[src/rtl/add8_err_monitor_if.sv]
// Sample bus between the approximate adder under test and the error monitor.
// The master offers operand pairs with the adder's result; the slave accepts
// a sample on any cycle where in_valid and in_ready are both high.
interface add8_err_monitor_if;
  logic       in_valid;
  logic       in_ready;
  logic [7:0] a;
  logic [7:0] b;
  logic [8:0] o_approx;

  modport master (output in_valid, output a, output b, output o_approx, input in_ready);
  modport slave  (input in_valid, input a, input b, input o_approx, output in_ready);
endinterface

[src/rtl/add8_err_monitor.sv]
// Online error characterisation for an 8-bit approximate adder.
// Each accepted sample is compared against the exact sum. Over a run of
// N_SAMPLES samples the monitor accumulates the error count, the sum of |err|,
// the sum of err^2 (both saturating), and the worst-case error with the
// operands that first produced it.
module add8_err_monitor #(
  parameter int N_SAMPLES = 256,
  parameter int ACC_W     = 32
) (
  input  logic                 clk,
  input  logic                 rst_n,
  input  logic                 start,
  add8_err_monitor_if.slave    smp,
  output logic                 busy,
  output logic                 done,
  output logic [ACC_W-1:0]     sample_cnt,
  output logic [ACC_W-1:0]     err_cnt,
  output logic [ACC_W-1:0]     abs_err_sum,
  output logic [ACC_W-1:0]     sq_err_sum,
  output logic [8:0]           max_err,
  output logic [7:0]           max_err_a,
  output logic [7:0]           max_err_b
);

  typedef enum logic [1:0] {IDLE, RUN, DRAIN, DONE} state_t;

  localparam logic [ACC_W-1:0] ACC_MAX  = '1;
  localparam logic [ACC_W-1:0] LAST_IDX = ACC_W'(N_SAMPLES - 1);

  // |o - exact|; the difference spans -510..+511, so one extra bit of sign suffices
  function automatic logic [8:0] abs_err(input logic [8:0] o, input logic [8:0] exact);
    logic signed [9:0] d;
    d = $signed({1'b0, o}) - $signed({1'b0, exact});
    return d[9] ? 9'(-d) : d[8:0];
  endfunction

  // Saturating accumulate: once the sum reaches ACC_MAX it stays there
  function automatic logic [ACC_W-1:0] sat_add(input logic [ACC_W-1:0] acc,
                                                input logic [17:0]      inc);
    logic [ACC_W+18:0] s;
    s = {19'd0, acc} + {{(ACC_W+1){1'b0}}, inc};
    if (s > {19'd0, ACC_MAX}) return ACC_MAX;
    return s[ACC_W-1:0];
  endfunction

  state_t           state;
  logic             in_ready_r;
  logic [ACC_W-1:0] acc_cnt;
  logic             accept;
  logic [8:0]       exact_s;
  logic [8:0]       err_s;

  logic             vld_p1;
  logic [8:0]       err_p1;
  logic             nz_p1;
  logic [7:0]       a_p1;
  logic [7:0]       b_p1;

  logic             vld_p2;
  logic [17:0]      sq_p2;
  logic [8:0]       err_p2;
  logic             nz_p2;
  logic [7:0]       a_p2;
  logic [7:0]       b_p2;

  assign smp.in_ready = in_ready_r;
  assign accept       = smp.in_valid && in_ready_r;

  // Exact reference sum and absolute error of the sample on the bus
  always_comb begin
    exact_s = {1'b0, smp.a} + {1'b0, smp.b};
    err_s   = abs_err(smp.o_approx, exact_s);
  end

  // Datapath registers: error/operands in stage 1, squared error in stage 2
  always_ff @(posedge clk) begin
    // stage 1: registered error, non-zero flag and operands
    err_p1 <= err_s;
    nz_p1  <= (err_s != 9'd0);
    a_p1   <= smp.a;
    b_p1   <= smp.b;
    // stage 2: squared error alongside the stage-1 values
    sq_p2  <= 18'(err_p1) * 18'(err_p1);
    err_p2 <= err_p1;
    nz_p2  <= nz_p1;
    a_p2   <= a_p1;
    b_p2   <= b_p1;
  end

  // Run control FSM, valid pipeline and metric accumulators
  always_ff @(posedge clk or negedge rst_n) begin
    if (!rst_n) begin
      state       <= IDLE;
      in_ready_r  <= 1'b0;
      busy        <= 1'b0;
      done        <= 1'b0;
      acc_cnt     <= '0;
      vld_p1      <= 1'b0;
      vld_p2      <= 1'b0;
      sample_cnt  <= '0;
      err_cnt     <= '0;
      abs_err_sum <= '0;
      sq_err_sum  <= '0;
      max_err     <= '0;
      max_err_a   <= '0;
      max_err_b   <= '0;
    end else begin
      done   <= 1'b0;
      vld_p1 <= accept;
      vld_p2 <= vld_p1;

      case (state)
        IDLE, DONE: begin
          if (start) begin
            state       <= RUN;
            in_ready_r  <= 1'b1;
            busy        <= 1'b1;
            acc_cnt     <= '0;
            sample_cnt  <= '0;
            err_cnt     <= '0;
            abs_err_sum <= '0;
            sq_err_sum  <= '0;
            max_err     <= '0;
            max_err_a   <= '0;
            max_err_b   <= '0;
          end
        end
        RUN: begin
          if (accept) begin
            acc_cnt <= acc_cnt + 1'b1;
            if (acc_cnt == LAST_IDX) begin
              in_ready_r <= 1'b0;
              state      <= DRAIN;
            end
          end
        end
        DRAIN: begin
          // Results are final once neither pipeline stage holds a sample
          if (!vld_p1 && !vld_p2) begin
            state <= DONE;
            busy  <= 1'b0;
            done  <= 1'b1;
          end
        end
        default: state <= IDLE;
      endcase

      // Accumulate stage: samples only reach here while RUN/DRAIN, never on a start edge
      if (vld_p2) begin
        sample_cnt  <= sample_cnt + 1'b1;
        err_cnt     <= err_cnt + ACC_W'(nz_p2);
        abs_err_sum <= sat_add(abs_err_sum, 18'(err_p2));
        sq_err_sum  <= sat_add(sq_err_sum, sq_p2);
        // Strict compare so ties keep the earliest operands and err==0 never updates
        if (err_p2 > max_err) begin
          max_err   <= err_p2;
          max_err_a <= a_p2;
          max_err_b <= b_p2;
        end
      end
    end
  end

endmodule
[src/flat_wrapper.sv]
// flat-port wrapper written by rule: the top's interface ports become plain ports
module add8_err_monitor_flat 
#(
  parameter int N_SAMPLES = 256,
  parameter int ACC_W     = 32
)
  (clk, rst_n, start, busy, done, sample_cnt, err_cnt, abs_err_sum, sq_err_sum, max_err, max_err_a, max_err_b, smp_in_valid, smp_a, smp_b, smp_o_approx, smp_in_ready);
  add8_err_monitor_if smp_i ();
  input  logic clk;
  input  logic rst_n;
  input  logic start;
  output logic busy;
  output logic done;
  output logic [ACC_W-1:0] sample_cnt;
  output logic [ACC_W-1:0] err_cnt;
  output logic [ACC_W-1:0] abs_err_sum;
  output logic [ACC_W-1:0] sq_err_sum;
  output logic [8:0] max_err;
  output logic [7:0] max_err_a;
  output logic [7:0] max_err_b;
  input wire logic [$bits(smp_i.in_valid)-1:0] smp_in_valid;
  input wire logic [$bits(smp_i.a)-1:0] smp_a;
  input wire logic [$bits(smp_i.b)-1:0] smp_b;
  input wire logic [$bits(smp_i.o_approx)-1:0] smp_o_approx;
  output wire logic [$bits(smp_i.in_ready)-1:0] smp_in_ready;
  assign smp_i.in_valid = smp_in_valid;
  assign smp_i.a = smp_a;
  assign smp_i.b = smp_b;
  assign smp_i.o_approx = smp_o_approx;
  assign smp_in_ready = smp_i.in_ready;
  add8_err_monitor #(.N_SAMPLES(N_SAMPLES), .ACC_W(ACC_W)) u_core (.clk(clk), .rst_n(rst_n), .start(start), .smp(smp_i), .busy(busy), .done(done), .sample_cnt(sample_cnt), .err_cnt(err_cnt), .abs_err_sum(abs_err_sum), .sq_err_sum(sq_err_sum), .max_err(max_err), .max_err_a(max_err_a), .max_err_b(max_err_b));
endmodule
[config.mk]
export PLATFORM = sky130hd
export DESIGN_NAME = add8_err_monitor_flat
export DESIGN_NICKNAME = d
export VERILOG_FILES = /design/src/rtl/add8_err_monitor_if.sv /design/src/rtl/add8_err_monitor.sv /design/src/flat_wrapper.sv
export SDC_FILE = /design/constraint.sdc
export NUM_CORES = 1
export LEC_CHECK = 0
export BUFFER_PORTS_ARGS = -buffer_cell sky130_fd_sc_hd__buf_2
export CORE_MARGIN = 2
export CORE_UTILIZATION = 45
export DETAILED_ROUTE_END_ITERATION = 8
export PLACE_DENSITY = 0.67
export SLEW_MARGIN = 40
export SYNTH_ARGS = -nofsm -noshare
export SYNTH_HDL_FRONTEND = slang
export SYNTH_SLANG_ARGS = --single-unit
[constraint.sdc]
create_clock -name clk -period 4.6 [get_ports clk]
set_input_delay 0.46 -clock clk [delete_from_list [all_inputs] [get_ports clk]]
set_output_delay 0.46 -clock clk [all_outputs]
set_load 0.005 [all_outputs]
Yosys cells after proc, flatten, opt, wreduce, memory -nomap -nowiden
Cells that the tools add are included.
{"block": "word_totals", "reg_bits": 262, "elab_cells": 101}
{"block": "op_classes", "addsub": 8, "n_mul": 1, "magnitude_cmp": 3, "eq_ne": 8, "n_mux": 42, "n_reduce_logical": 16}
{"cell": "$mux 32", "n": 11}
{"cell": "$gt 51x32->1 const B", "n": 2}
{"cell": "$add 32x1->32 const B", "n": 2}
{"cell": "$mux 8", "n": 8}
{"cell": "$pmux 32 s2", "n": 1}
{"cell": "$mux 9", "n": 5}
{"cell": "$add 32x18->33", "n": 1}
{"cell": "$add 32x9->33", "n": 1}
{"cell": "$add 32x1->32", "n": 1}
{"cell": "$eq 32x8->1 const B", "n": 1}
{"cell": "$mul 9x9->18", "n": 1}
{"cell": "$mux 1", "n": 10}
{"cell": "$sub 9x9->10", "n": 1}
{"cell": "$add 8x8->9", "n": 1}
{"cell": "$gt 9x9->1", "n": 1}
{"cell": "$neg 9->9", "n": 1}
{"cell": "$reduce_bool 9->1", "n": 1}
{"cell": "$mux 2", "n": 4}
{"cell": "$reduce_and 4->1", "n": 2}
{"cell": "$reduce_bool 2->1", "n": 4}
{"cell": "$ne 2x1->1 const B", "n": 3}
{"cell": "$pmux 2 s3", "n": 1}
{"cell": "$reduce_and 3->1", "n": 2}
{"cell": "$eq 2x2->1 const B", "n": 2}
{"cell": "8 further kinds", "n": 11}

Longest topological paths before layout
Gate-level depths: netlist of run 1.
{"block": "logic_depth", "word_depth": 6, "depth_mapped": 19, "ltp_nobuf": 18}

Worst setup path before layout of run 1
OpenSTA, ideal clock, no wires.
{"block": "synth_path", "path_type": "register to register", "from": "register u_core.err_p1[1]", "to": "register u_core.sq_p2[16]", "setup_time_ns": 0.072, "t_arrival_ns": 4.515, "required_time_ns": 4.528, "setup_slack_ns": 0.013, "path_stages_with_launch": 19, "n_path_buf": 1, "period_less_slack_ns": 4.587, "cell_sequence": "dfxtp_1 -> clkbuf_1 -> and2_1 -> inv_1 -> fa_1 -> inv_1 -> fa_1 -> inv_1 -> fa_1 -> fa_1 -> inv_1 -> ha_1 -> o21a_1 -> o21ai_0 -> nand2b_1 -> a31o_2 -> a41o_1 -> o41ai_1 -> xnor2_1"}
{"block": "synth_between", "elab_chain_cells": 1}
{"element": "start: declaration", "line": "add8_err_monitor.sv:54", "source": "logic [8:0] err_p1;"}
{"element": "start signal: assignment", "line": "add8_err_monitor.sv:78", "source": "err_p1 <= err_s;"}
{"element": "$mul 9x9->18", "line": "add8_err_monitor.sv:83", "source": "sq_p2 <= 18'(err_p1) * 18'(err_p1);"}
{"element": "end signal: assignment", "line": "add8_err_monitor.sv:83"}
{"element": "end: declaration", "line": "add8_err_monitor.sv:60", "source": "logic [17:0] sq_p2;"}
No other way between the ends.
A chain may end at the register's enable or synchronous reset.

Final worst setup path of run 1
{"block": "layout_path", "from": "register u_core.err_p1[0]", "to": "register u_core.sq_p2[16]"}
The elaborated chain is that of the path after synthesis.

==> PnR_summary.wiki, run 1 <==
{| class="wikitable"
! Metric !! Value
|-
| Arrival time reported for the critical path endpoint || 4880 ps
|-
| Final Wtd Congestion || a little over 0.8
|-
| Root Buffer || clkbuf_16
|-
| Type of the most critical hold path || primary input to flop
|-
| Detail-routed via count per cell || about 5.4
|-
| Gate count of the mapped netlist || about 1600
|-
| Worst setup SP type || flop
|-
| Cell breakdown of the critical path || buf_4, and2_1, fa_1, fa_1, ha_1, inv_1, fa_1, inv_1, ha_1, nor2b_1, o21a_1, o21ai_1, nand2b_1, a31o_2, a41o_1, o41ai_4, xnor2_1
|-
| Detail Placement HPWL || between 20 and 30 mm
|-
| Max Clk Rate || ~220 MHz
|-
| Post-synth top area share || between 30% and 40%
|-
| Ys Warns || 0
|-
| Remaining design rule violation count || 0
|-
| Detail-routed net length per standard cell || roughly 16 µm
|-
| Overall die height || 186 µm
|-
| Library cell with the largest summed area after synthesis || dfrtp_1
|-
| First-pass detailed-route iteration total || 5
|-
| Proportion of layout cells with a drive suffix above 1 || about 17%
|-
| Shortest period the worst path allows || roughly 4400 ps
|-
| GR Util All Layers || 20.8%
|-
| Final hold vios || 0
|-
| Post-route clock period utilization || 96.6%
|-
| First-pass GRT wire length || between 50 and 60 mm
|-
| CTS HTree Levels || 1
|-
| Critical R2R Capture || u_core.sq_p2[16]
|-
| Hold path startpoint || smp_b[1]
|-
| Number of cells on the worst hold path || 1
|-
| Via count of the first global-routing pass || around 12000
|-
| Post-synthesis area per instance || 9.23 µm²
|-
| Number of clock sinks || 260
|-
| Crit path required time || between 5000 and 6000 ps
|-
| Type of destination of the critical path || flop
|-
| Initial antenna violation count || 0
|-
| Quantity of I/O buffers inserted on ports || 184
|-
| CTS buffer count || 30
|-
| Met3 global-route usage || 3.09%
|-
| Horizontal die dimension || 186 µm
|-
| Cell occurring most often along the worst timing path || fa_1
|-
| Clock tree from TritonCTS || done
|-
| Setup repair after global routing missed its margin || yes
|-
| Cell with the largest stage delay on the worst path || fa_1
|-
| Critical path class || flop to flop
|-
| Critical path's top delay family || adder cells
|-
| CTS Buffer Depth || 3
|-
| Flop2flop setup slack || 160 ps
|-
| Capture endpoint of the worst hold path || u_core.b_p1[1]
|-
| Largest net degree at the start of global routing || 67
|-
| Result of the run || finished, final reports clean
|-
| Clock insertion delay at the later pin of the skew report || about 570 ps
|-
| Cell Rows || 66
|-
| Grt met2 use || a little over a third
|-
| Flip-flop and latch count after synthesis || 260
|-
| Total congestion overflow || 0
|-
| Relative slew margins || 52.5%
|-
| Critical path buffers and inverters || 3
|-
| Filler-free cell count of the finished design || 2278
|-
| Max-slew violation count || 0
|-
| Clock Skews || 28.8 ps
|-
| Busiest grt layer || met2
|-
| Vias || ~12000
|-
| Transition time at the pin with the least slew margin || between 700 and 800 ps
|-
| Number of library cell types mapped by synthesis || between 70 and 80
|-
| Worst-path clk slew || approximately 60 ps
|-
| Biggest area contributors in the synthesized netlist || dfrtp_1 32%, dfxtp_1 9.2%, ha_1 7.5%
|-
| Full die area || around 0.035 mm²
|-
| Delay of the slowest critical-path stage || between 500 and 600 ps
|-
| Nets || ~2000
|-
| Total wire length || about 36 mm
|-
| RR Startpoint || u_core.err_p1[0]
|-
| IO Count || 185
|-
| Synth Net Count || about 1800
|-
| Number of synthesized flops with an enable pin || 0
|-
| Fraction of registers with async set/reset || between 70 and 80%
|-
| Met1 capacity usage during global routing || around 28%
|-
| Synth-to-layout area growth || 19.3%
|-
| Highest fanout seen on the critical path || 8
|-
| Count of antenna-violating nets left after detailed routing || 0
|-
| Main synth FF type || dfrtp_1
|-
| Dpl cells || about 2200
|-
| Seq/Total Area, Yosys || 41.5%
|-
| Register-to-Register Path Depth || 17
|-
| Final setup fails || 0
|-
| Starting utilization of the core area || 45.7%
|-
| Max-cap violations || 0
|-
| Core Footprint || approximately 0.033 mm²
|-
| Synthesized cell area || 0.0149 mm²
|-
| Iteration-0 DRC count of the detailed router || approximately 750
|}
-- cells in the final DEF (no fill, tap or decap), drive strengths merged, types with 4 or more instances in the layout --
cell type    instances
dlygate4sd3         15
nand4               26
a31oi               20
and4                12
inv                125
o21ai              121
a21o                11
and3                35
nor4                 8
clkbuf              40
dfxtp               68
o22ai                4
bufinv               5
fa                  43
nor2b               13
o211ai              11
buf                205
nand2              187
nor3                21
xnor2               53
clkinv               9
nand2b               7
nor2                91
mux2i               29
a31o                 4
dfrtp              192
a21oi              116
or3                  6
ha                  89
o21bai               4
and2                27
o31ai               35
a211oi               7
xor2                40
or2                  7
o21a                14
nand3               95
-- synth_stat cells (3+ instances only) --
master / count
o22ai_1: 4
xor2_1: 40
dfxtp_1: 68
nand2_1: 187
nand4_1: 26
o211ai_1: 11
mux2i_1: 29
a21o_1: 11
a31o_2: 4
nor2_1: 90
o21ai_0: 120
nor4_1: 8
buf_1: 4
dfrtp_1: 192
or3_1: 6
inv_1: 124
nor2b_1: 13
nand2b_1: 7
a21oi_1: 116
nor3_1: 18
o21a_1: 14
nand3_1: 95
a41oi_1: 3
and3_1: 34
o21bai_1: 3
fa_1: 43
a211oi_1: 5
or2_2: 6
and2_1: 26
ha_1: 89
nor3_2: 3
and4_1: 12
a31oi_1: 20
clkbuf_1: 45
o31ai_1: 34
xnor2_1: 53
-- metrics by stage --
step / utilization [%] / area (µm²) / worst slack [ps] / hold WS (ps) / setup TNS (ps)
floorplan: - / 14900 / 13.1 / 164 / 0
global placement: 50.1 / 16300 / 88.4 / 311 / 0
detailed placement: 50.3 / 16400 / -9.85 / 312 / -9.85
CTS: 54.2 / 17600 / 86.5 / 0.417 / 0
global route: 54.5 / 17700 / -61.6 / 4.02 / -61.6
finish: 54.5 / 17700 / 155 / 21.2 / 0
-- repair_timing --
item / CTS / global route
hold endpoints to repair: 51 / 0
pin swaps: 0 / 6
gates resized for setup: 2 / 20
hold buffers: 15 / 0
setup buffers: 0 / 2
endpoints found under the setup margin: 1 / 2
-- state kept, by name, summed over array words and instances, names as in the netlist --
| signal | count |
|---|---|
| u_core.a_p1 | 8 |
| u_core.a_p2 | 8 |
| u_core.abs_err_sum | 32 |
| u_core.acc_cnt | 32 |
| u_core.b_p1 | 8 |
| u_core.b_p2 | 8 |
| u_core.busy | 1 |
| u_core.done | 1 |
| u_core.err_cnt | 32 |
| u_core.err_p1 | 9 |
| u_core.err_p2 | 8 |
| u_core.max_err | 9 |
| u_core.max_err_a | 8 |
| u_core.max_err_b | 8 |
| u_core.nz_p1 | 1 |
| u_core.nz_p2 | 1 |
| u_core.sample_cnt | 32 |
| u_core.smp.in_ready | 1 |
| u_core.sq_err_sum | 32 |
| u_core.sq_p2 | 17 |
| u_core.state | 2 |
| u_core.vld_p1 | 1 |
| u_core.vld_p2 | 1 |
-- per-layer routing --
| metal | wire length [µm] | part of all wire [%] |
|---|---|---|
| met5 | 0 | 0 |
| met2 | 17100 | 48 |
| met1 | 16200 | 45 |
| met3 | 1920 | 5.4 |
| met4 | 597 | 1.7 |
-- worst register-to-register path, cell delays in order (launching register included) --
cell,delay (ps)
dfxtp_1,330
buf_4,160
and2_1,170
fa_1,520
fa_1,530
ha_1,150
inv_1,60
fa_1,500
inv_1,40
ha_1,330
nor2b_1,160
o21a_1,180
o21ai_1,130
nand2b_1,100
a31o_2,270
a41o_1,280
o41ai_4,310
xnor2_1,110
-- layout make-up --
type	count	area, µm²
Timing Repair Buffer	221	1280
Clock inverter	17	255
Antenna cell	1	2.50
Clock buffer	39	845
Multi-Input combinational cell	1173	8150
Sequential cell	260	6180
Fill cell	2950	14800
Inverter	125	473
Tap cell	442	553
-- cell families after synthesis --
kind of cell             after synthesis  share of synthesized area [%]
AND/OR/NAND/NOR                      545                           17.8
XOR/XNOR                              93                           5.48
adder cells (fa/ha/maj)              132                           13.3
AO/OA/AOI/OAI                        373                           15.3
buffers and inverters                178                           4.61
multiplexers                          30                           2.03
flip-flops                           260                           41.5
-- worst max-delay path by stage --
stage,startpoint,end,slack (ps),cells past startpoint
finish,u_core.err_p1[0],u_core.sq_p2[16],160,17
global route,u_core.err_p1[6],u_core.sq_p2[16],-60,17
CTS,u_core.err_p1[1],u_core.sq_p2[16],90,17
detailed placement,u_core.err_p1[2],u_core.sq_p2[16],-10,16
global placement,u_core.err_p1[2],u_core.sq_p2[16],90,16
floorplan,u_core.err_p1[1],u_core.sq_p2[16],10,18
Power of run 1 is left out: the tool's default activity adds up to more than one toggle a clock period on the data nets, which glitch-free logic cannot reach.
==> run 2: changes to the inputs <==
PLACE_DENSITY = 0.76   (was 0.67)
==> PnR_summary.wiki, run 2 (same netlist as run 1, synthesis figures left out) <==
{| class="wikitable"
! Metric !! Value
|-
| Setup repair after global routing missed its margin || yes
|-
| Leading cell type in the layout, fill and taps excluded || dfrtp_1
|-
| Initial antenna violation count || 0
|-
| Number of clock sinks || 260
|-
| Horizontal die dimension || 186 µm
|-
| Critical path class || flop to flop
|-
| Largest net degree at the start of global routing || approximately 100
|-
| Detail-routed net length per standard cell || between 15 and 20 µm
|-
| Final hold vios || 0
|-
| Result of the run || finished, final reports clean
|-
| Relative slew margins || between 40% and 50%
|-
| Root Buffer || clkbuf_16
|-
| Max-cap violations || 0
|-
| Core Footprint || ~0.033 mm²
|-
| Via count of the first global-routing pass || 11900
|-
| Filler-free cell count of the finished design || 2276
|-
| Post-route clock period utilization || a little over nine tenths
|-
| Synth-to-layout area growth || 18.5%
|-
| Remaining design rule violation count || 0
|-
| Vias || ~12000
|-
| Detail Placement HPWL || between 20 and 30 mm
|-
| RR Startpoint || u_core.err_p1[2]
|-
| Proportion of layout cells with a drive suffix above 1 || between 15 and 20%
|-
| Total wire length || between 30 and 40 mm
|-
| Max-slew violation count || 0
|-
| Dpl cells || approximately 2200
|-
| Max Clk Rate || roughly 230 MHz
|-
| Count of antenna-violating nets left after detailed routing || 0
|-
| Full die area || 0.0345 mm²
|-
| CTS buffer count || 30
|-
| Total negative slack for setup checks || 0 ps
|-
| Type of the most critical hold path || primary input to flop
|-
| Quantity of I/O buffers inserted on ports || between 150 and 200
|-
| Starting utilization of the core area || 45.7%
|-
| IO Count || ~190
|-
| Detail-routed via count per cell || around 5.4
|-
| Transition time at the pin with the least slew margin || between 700 and 800 ps
|-
| Leading cell types in the layout, fill and taps excluded || 191 x dfrtp_1, 184 x nand2_1, 183 x buf_2
|-
| Worst-path clk slew || approximately 60 ps
|-
| Iteration-0 DRC count of the detailed router || between 700 and 800
|-
| Overall die height || 186 µm
|-
| Critical R2R Capture || u_core.sq_p2[16]
|-
| Clock insertion delay at the later pin of the skew report || approximately 570 ps
|-
| First-pass GRT wire length || roughly 59 mm
|-
| Worst setup SP type || flop
|-
| CTS HTree Levels || 1
|-
| CTS Buffer Depth || 3
|-
| Crit path required time || a little over 5000 ps
|-
| Clock tree from TritonCTS || done
|-
| Arrival time reported for the critical path endpoint || between 4000 and 5000 ps
|-
| Number of cells on the worst hold path || 1
|-
| Register-to-Register Path Depth || 18
|-
| Shortest period the worst path allows || about 4400 ps
|-
| Hold path startpoint || smp_a[2]
|-
| Capture endpoint of the worst hold path || u_core.a_p1[2]
|-
| Clock Skews || between 15 and 20 ps
|-
| Total congestion overflow || 0
|-
| Final setup fails || 0
|-
| First-pass detailed-route iteration total || 5
|-
| Nets || roughly 2000
|-
| Cell Rows || 66
|-
| GR Util All Layers || about a fifth
|-
| Flop2flop setup slack || approximately 180 ps
|-
| Type of destination of the critical path || flop
|-
| Final Wtd Congestion || between 0.8 and 0.9
|-
| Highest fanout seen on the critical path || 5
|-
| Number of antenna diodes || 0
|}
-- run 2: cell types whose count changed in the layout (fill, tap and decap cells not counted), sizes merged, moves of 2 or more --
cell and change:
bufinv -5, clkbuf +7, clkinv -2, clkinvlp -2
dlygate4sd3 -2, inv +2
-- run 2: metrics by stage --
stage	instance area [µm²]	utilization (%)	setup slack [ps]	hold WS, ps
3_3_place_gp	16300	50.1	121	311
4_1_cts	17500	53.8	40.9	0.367
3_5_place_dp	16400	50.3	27.3	312
2_1_floorplan	14900	-	13.1	164
6_report	17600	54.2	181	27.6
5_1_grt	17600	54.2	-21.0	8.28
-- run 2: how the worst max path moves through the flow --
| stage | cells after the start | to | start | slack (ps) |
|---|---|---|---|---|
| after detailed placement | 16 | u_core.sq_p2[16] | u_core.err_p1[7] | 30 |
| final | 18 | u_core.sq_p2[16] | u_core.err_p1[2] | 180 |
| after global routing | 18 | u_core.sq_p2[16] | u_core.err_p1[6] | -20 |
| after CTS | 15 | u_core.sq_p2[16] | u_core.err_p1[6] | 40 |
| after floorplan | 18 | u_core.sq_p2[16] | u_core.err_p1[1] | 10 |
| after global placement | 16 | u_core.sq_p2[16] | u_core.err_p1[7] | 120 |
-- run 2: layout make-up --
type / instances / area, µm²
clock inverters: 10 / 86.3
flip-flops and latches: 260 / 6190
repair buffers: 220 / 1270
inverters: 125 / 473
clock buffers: 46 / 933
fillers: 2964 / 14900
multi-input cells: 1173 / 8130
well taps: 442 / 553
-- run 2: per-layer routing --
| layer | share of wire, % | vias to the layer above | global-route usage, % |
|---|---|---|---|
| li1 | - | 6025 | - |
| met1 | 43 | 5922 | 26.6 |
| met2 | 48 | 283 | 35.2 |
| met3 | 6.3 | 57 | 4.21 |
| met4 | 2.4 | 0 | 5.67 |
| met5 | 0 | - | 0 |
-- run 2: timing repair --
item / CTS / global route
setup endpoints to repair: 1 / 2
pin swaps: 0 / 8
hold endpoints to repair: 113 / 0
gates resized for setup: 2 / 24
hold buffers: 13 / 0
buffers inserted: 0 / 4
-- run 2: critical path, cell delays in order (launching register included) --
cell and delay (ps):
dfxtp_4 370, buf_4 140, inv_1 90, nor2_2 120, fa_2 480, fa_1 530, ha_1 140, inv_1 50
fa_1 490, inv_1 40, ha_1 330, nor2b_1 150, o21a_1 190, o21ai_2 120, nand2b_1 100, a31o_2 260
a41o_1 250, o41ai_2 320, xnor2_1 110
Power of run 2 is left out for the same reason.
==> run 3: changes to the inputs <==
HOLD_SLACK_MARGIN = 0.15   (was default)
==> PnR_summary.wiki, run 3 (same netlist as run 1, synthesis figures left out) <==
{| class="wikitable"
! Metric !! Value
|-
| Worst slack at placement || about 27 ps
|-
| Core Footprint || ~0.033 mm²
|-
| Nets || between 1500 and 2000
|-
| Total wire length || between 30 and 40 mm
|-
| CTS HTree Levels || 1
|-
| Worst-path clk slew || 60 ps
|-
| Cell breakdown of the critical path || buf_4, inv_1, nor2_2, fa_2, fa_1, ha_1, inv_1, fa_1, inv_1, ha_1, nor2b_1, o21a_1, o21ai_2, nand2b_1, a31o_2, a41o_1, o41ai_2, xnor2_1
|-
| Total congestion overflow || 0
|-
| Full die area || roughly 0.035 mm²
|-
| Highest fanout seen on the critical path || 5
|-
| First-pass GRT wire length || between 50 and 60 mm
|-
| Overall die height || between 150 and 200 µm
|-
| Cell Rows || 66
|-
| Initial antenna violation count || 0
|-
| RR Startpoint || u_core.err_p1[2]
|-
| Crit path required time || roughly 5000 ps
|-
| Max-cap violations || 0
|-
| Result of the run || finished, final reports clean
|-
| Minimum setup slack in the final design || ~180 ps
|-
| Detail-routed net length per standard cell || about 16 µm
|-
| Total negative slack for setup checks || 0 ps
|-
| Vias || roughly 12000
|-
| Capture endpoint of the worst hold path || u_core.err_p1[0]
|-
| Final setup fails || 0
|-
| Clock tree from TritonCTS || done
|-
| Hold path startpoint || smp_o_approx[1]
|-
| Largest net degree at the start of global routing || between 100 and 150
|-
| Max Clk Rate || roughly 230 MHz
|-
| Leading cell type in the layout, fill and taps excluded || dfrtp_1
|-
| Root Buffer || clkbuf_16
|-
| Final Wtd Congestion || 0.850
|-
| Number of clock sinks || 260
|-
| Cell area after layout || 0.0177 mm²
|-
| Quantity of I/O buffers inserted on ports || between 150 and 200
|-
| Synth-to-layout area growth || 18.9%
|-
| First-pass detailed-route iteration total || 5
|-
| Type of destination of the critical path || flop
|-
| Worst setup SP type || flop
|-
| Proportion of layout cells with a drive suffix above 1 || between 10% and 20%
|-
| Clock insertion delay at the later pin of the skew report || between 500 and 600 ps
|-
| Arrival time reported for the critical path endpoint || 4850 ps
|-
| Detail-routed via count per cell || ~5.4
|-
| Setup repair after global routing missed its margin || yes
|-
| Critical path class || flop to flop
|-
| Delay of the slowest critical-path stage || between 500 and 600 ps
|-
| Transition time at the pin with the least slew margin || a little under 800 ps
|-
| Cell occurring most often along the worst timing path || inv_1
|-
| Leading cell types in the layout, fill and taps excluded || 191 x dfrtp_1, 184 x nand2_1, 183 x buf_2
|-
| Shortest period the worst path allows || around 4400 ps
|-
| IO Count || approximately 190
|-
| Horizontal die dimension || roughly 190 µm
|-
| Cell with the largest stage delay on the worst path || fa_1
|-
| GR Util All Layers || between 20% and 30%
|-
| Count of antenna-violating nets left after detailed routing || 0
|-
| Post-route clock period utilization || between 90% and 100%
|-
| Register-to-Register Path Depth || 18
|-
| Post-place instance area || 0.0164 mm²
|-
| Starting utilization of the core area || a little under half
|-
| Flop2flop setup slack || ~180 ps
|-
| Detail Placement HPWL || around 26 mm
|-
| Max-slew violation count || 0
|-
| Iteration-0 DRC count of the detailed router || 713
|-
| Critical path's top delay family || adder cells
|-
| CTS Buffer Depth || 3
|-
| Number of antenna diodes || 0
|-
| Remaining design rule violation count || 0
|-
| Critical path buffers and inverters || 4
|-
| Final hold vios || 0
|-
| Critical R2R Capture || u_core.sq_p2[16]
|-
| Relative slew margins || a little under half
|-
| Clock Skews || between 15 and 20 ps
|-
| Type of the most critical hold path || primary input to flop
|-
| CTS buffer count || 30
|-
| Via count of the first global-routing pass || around 12000
|-
| Number of cells on the worst hold path || 3
|}
[run 3: cell types whose count changed in the layout (fill, tap and decap cells not counted), sizes merged]
cell / change
dlygate4sd3: +5
[run 3: stage by stage]
stage	util, %	instances	hold WS, ps
6_report	54.3	2281	260
3_5_place_dp	50.3	2203	312
4_1_cts	54.0	2277	227
5_1_grt	54.3	2281	276
3_3_place_gp	50.1	2201	311
2_1_floorplan	-	1611	164
[run 3: worst reg2reg max path, cell delays in order (launching register included)]
cell	delay [ps]
dfxtp_4	370
buf_4	140
inv_1	90
nor2_2	120
fa_2	480
fa_1	530
ha_1	140
inv_1	50
fa_1	490
inv_1	40
ha_1	330
nor2b_1	150
o21a_1	190
o21ai_2	120
nand2b_1	100
a31o_2	260
a41o_1	250
o41ai_2	320
xnor2_1	110
[run 3: how the worst max path moves through the flow]
stage | to | from | depth (start not counted) | slack (ps)
after floorplan | u_core.sq_p2[16] | u_core.err_p1[1] | 18 | 10
after CTS | u_core.sq_p2[16] | u_core.err_p1[6] | 15 | 40
after detailed placement | u_core.sq_p2[16] | u_core.err_p1[7] | 16 | 30
after global placement | u_core.sq_p2[16] | u_core.err_p1[7] | 16 | 120
after global routing | u_core.sq_p2[16] | u_core.err_p1[6] | 18 | -20
final | u_core.sq_p2[16] | u_core.err_p1[2] | 18 | 180
[run 3: layout make-up]
cell class / instances / area [µm²]
Inverter: 125 / 473
Sequential cell: 260 / 6190
Tap cell: 442 / 553
Clock inverter: 10 / 86.3
Fill cell: 2960 / 14900
Clock buffer: 46 / 933
Multi-Input combinational cell: 1173 / 8130
Timing Repair Buffer: 225 / 1320
[run 3: layer usage]
metal	share of wire, %	vias up	global-route usage (%)
met1	43	5913	26.5
met5	0	-	0
met3	6.6	59	4.30
met2	48	292	35.4
li1	-	6034	-
met4	2.5	0	5.76
[run 3: timing repair]
item | in CTS | in global routing
setup buffers | 0 | 4
pin swaps | 0 | 8
hold buffers | 18 | 0
setup endpoints to repair | 1 | 2
gates resized for setup | 2 | 24
hold endpoints to repair | 118 | 0
cloned | 0 | 0
Power of run 3 is left out for the same reason.
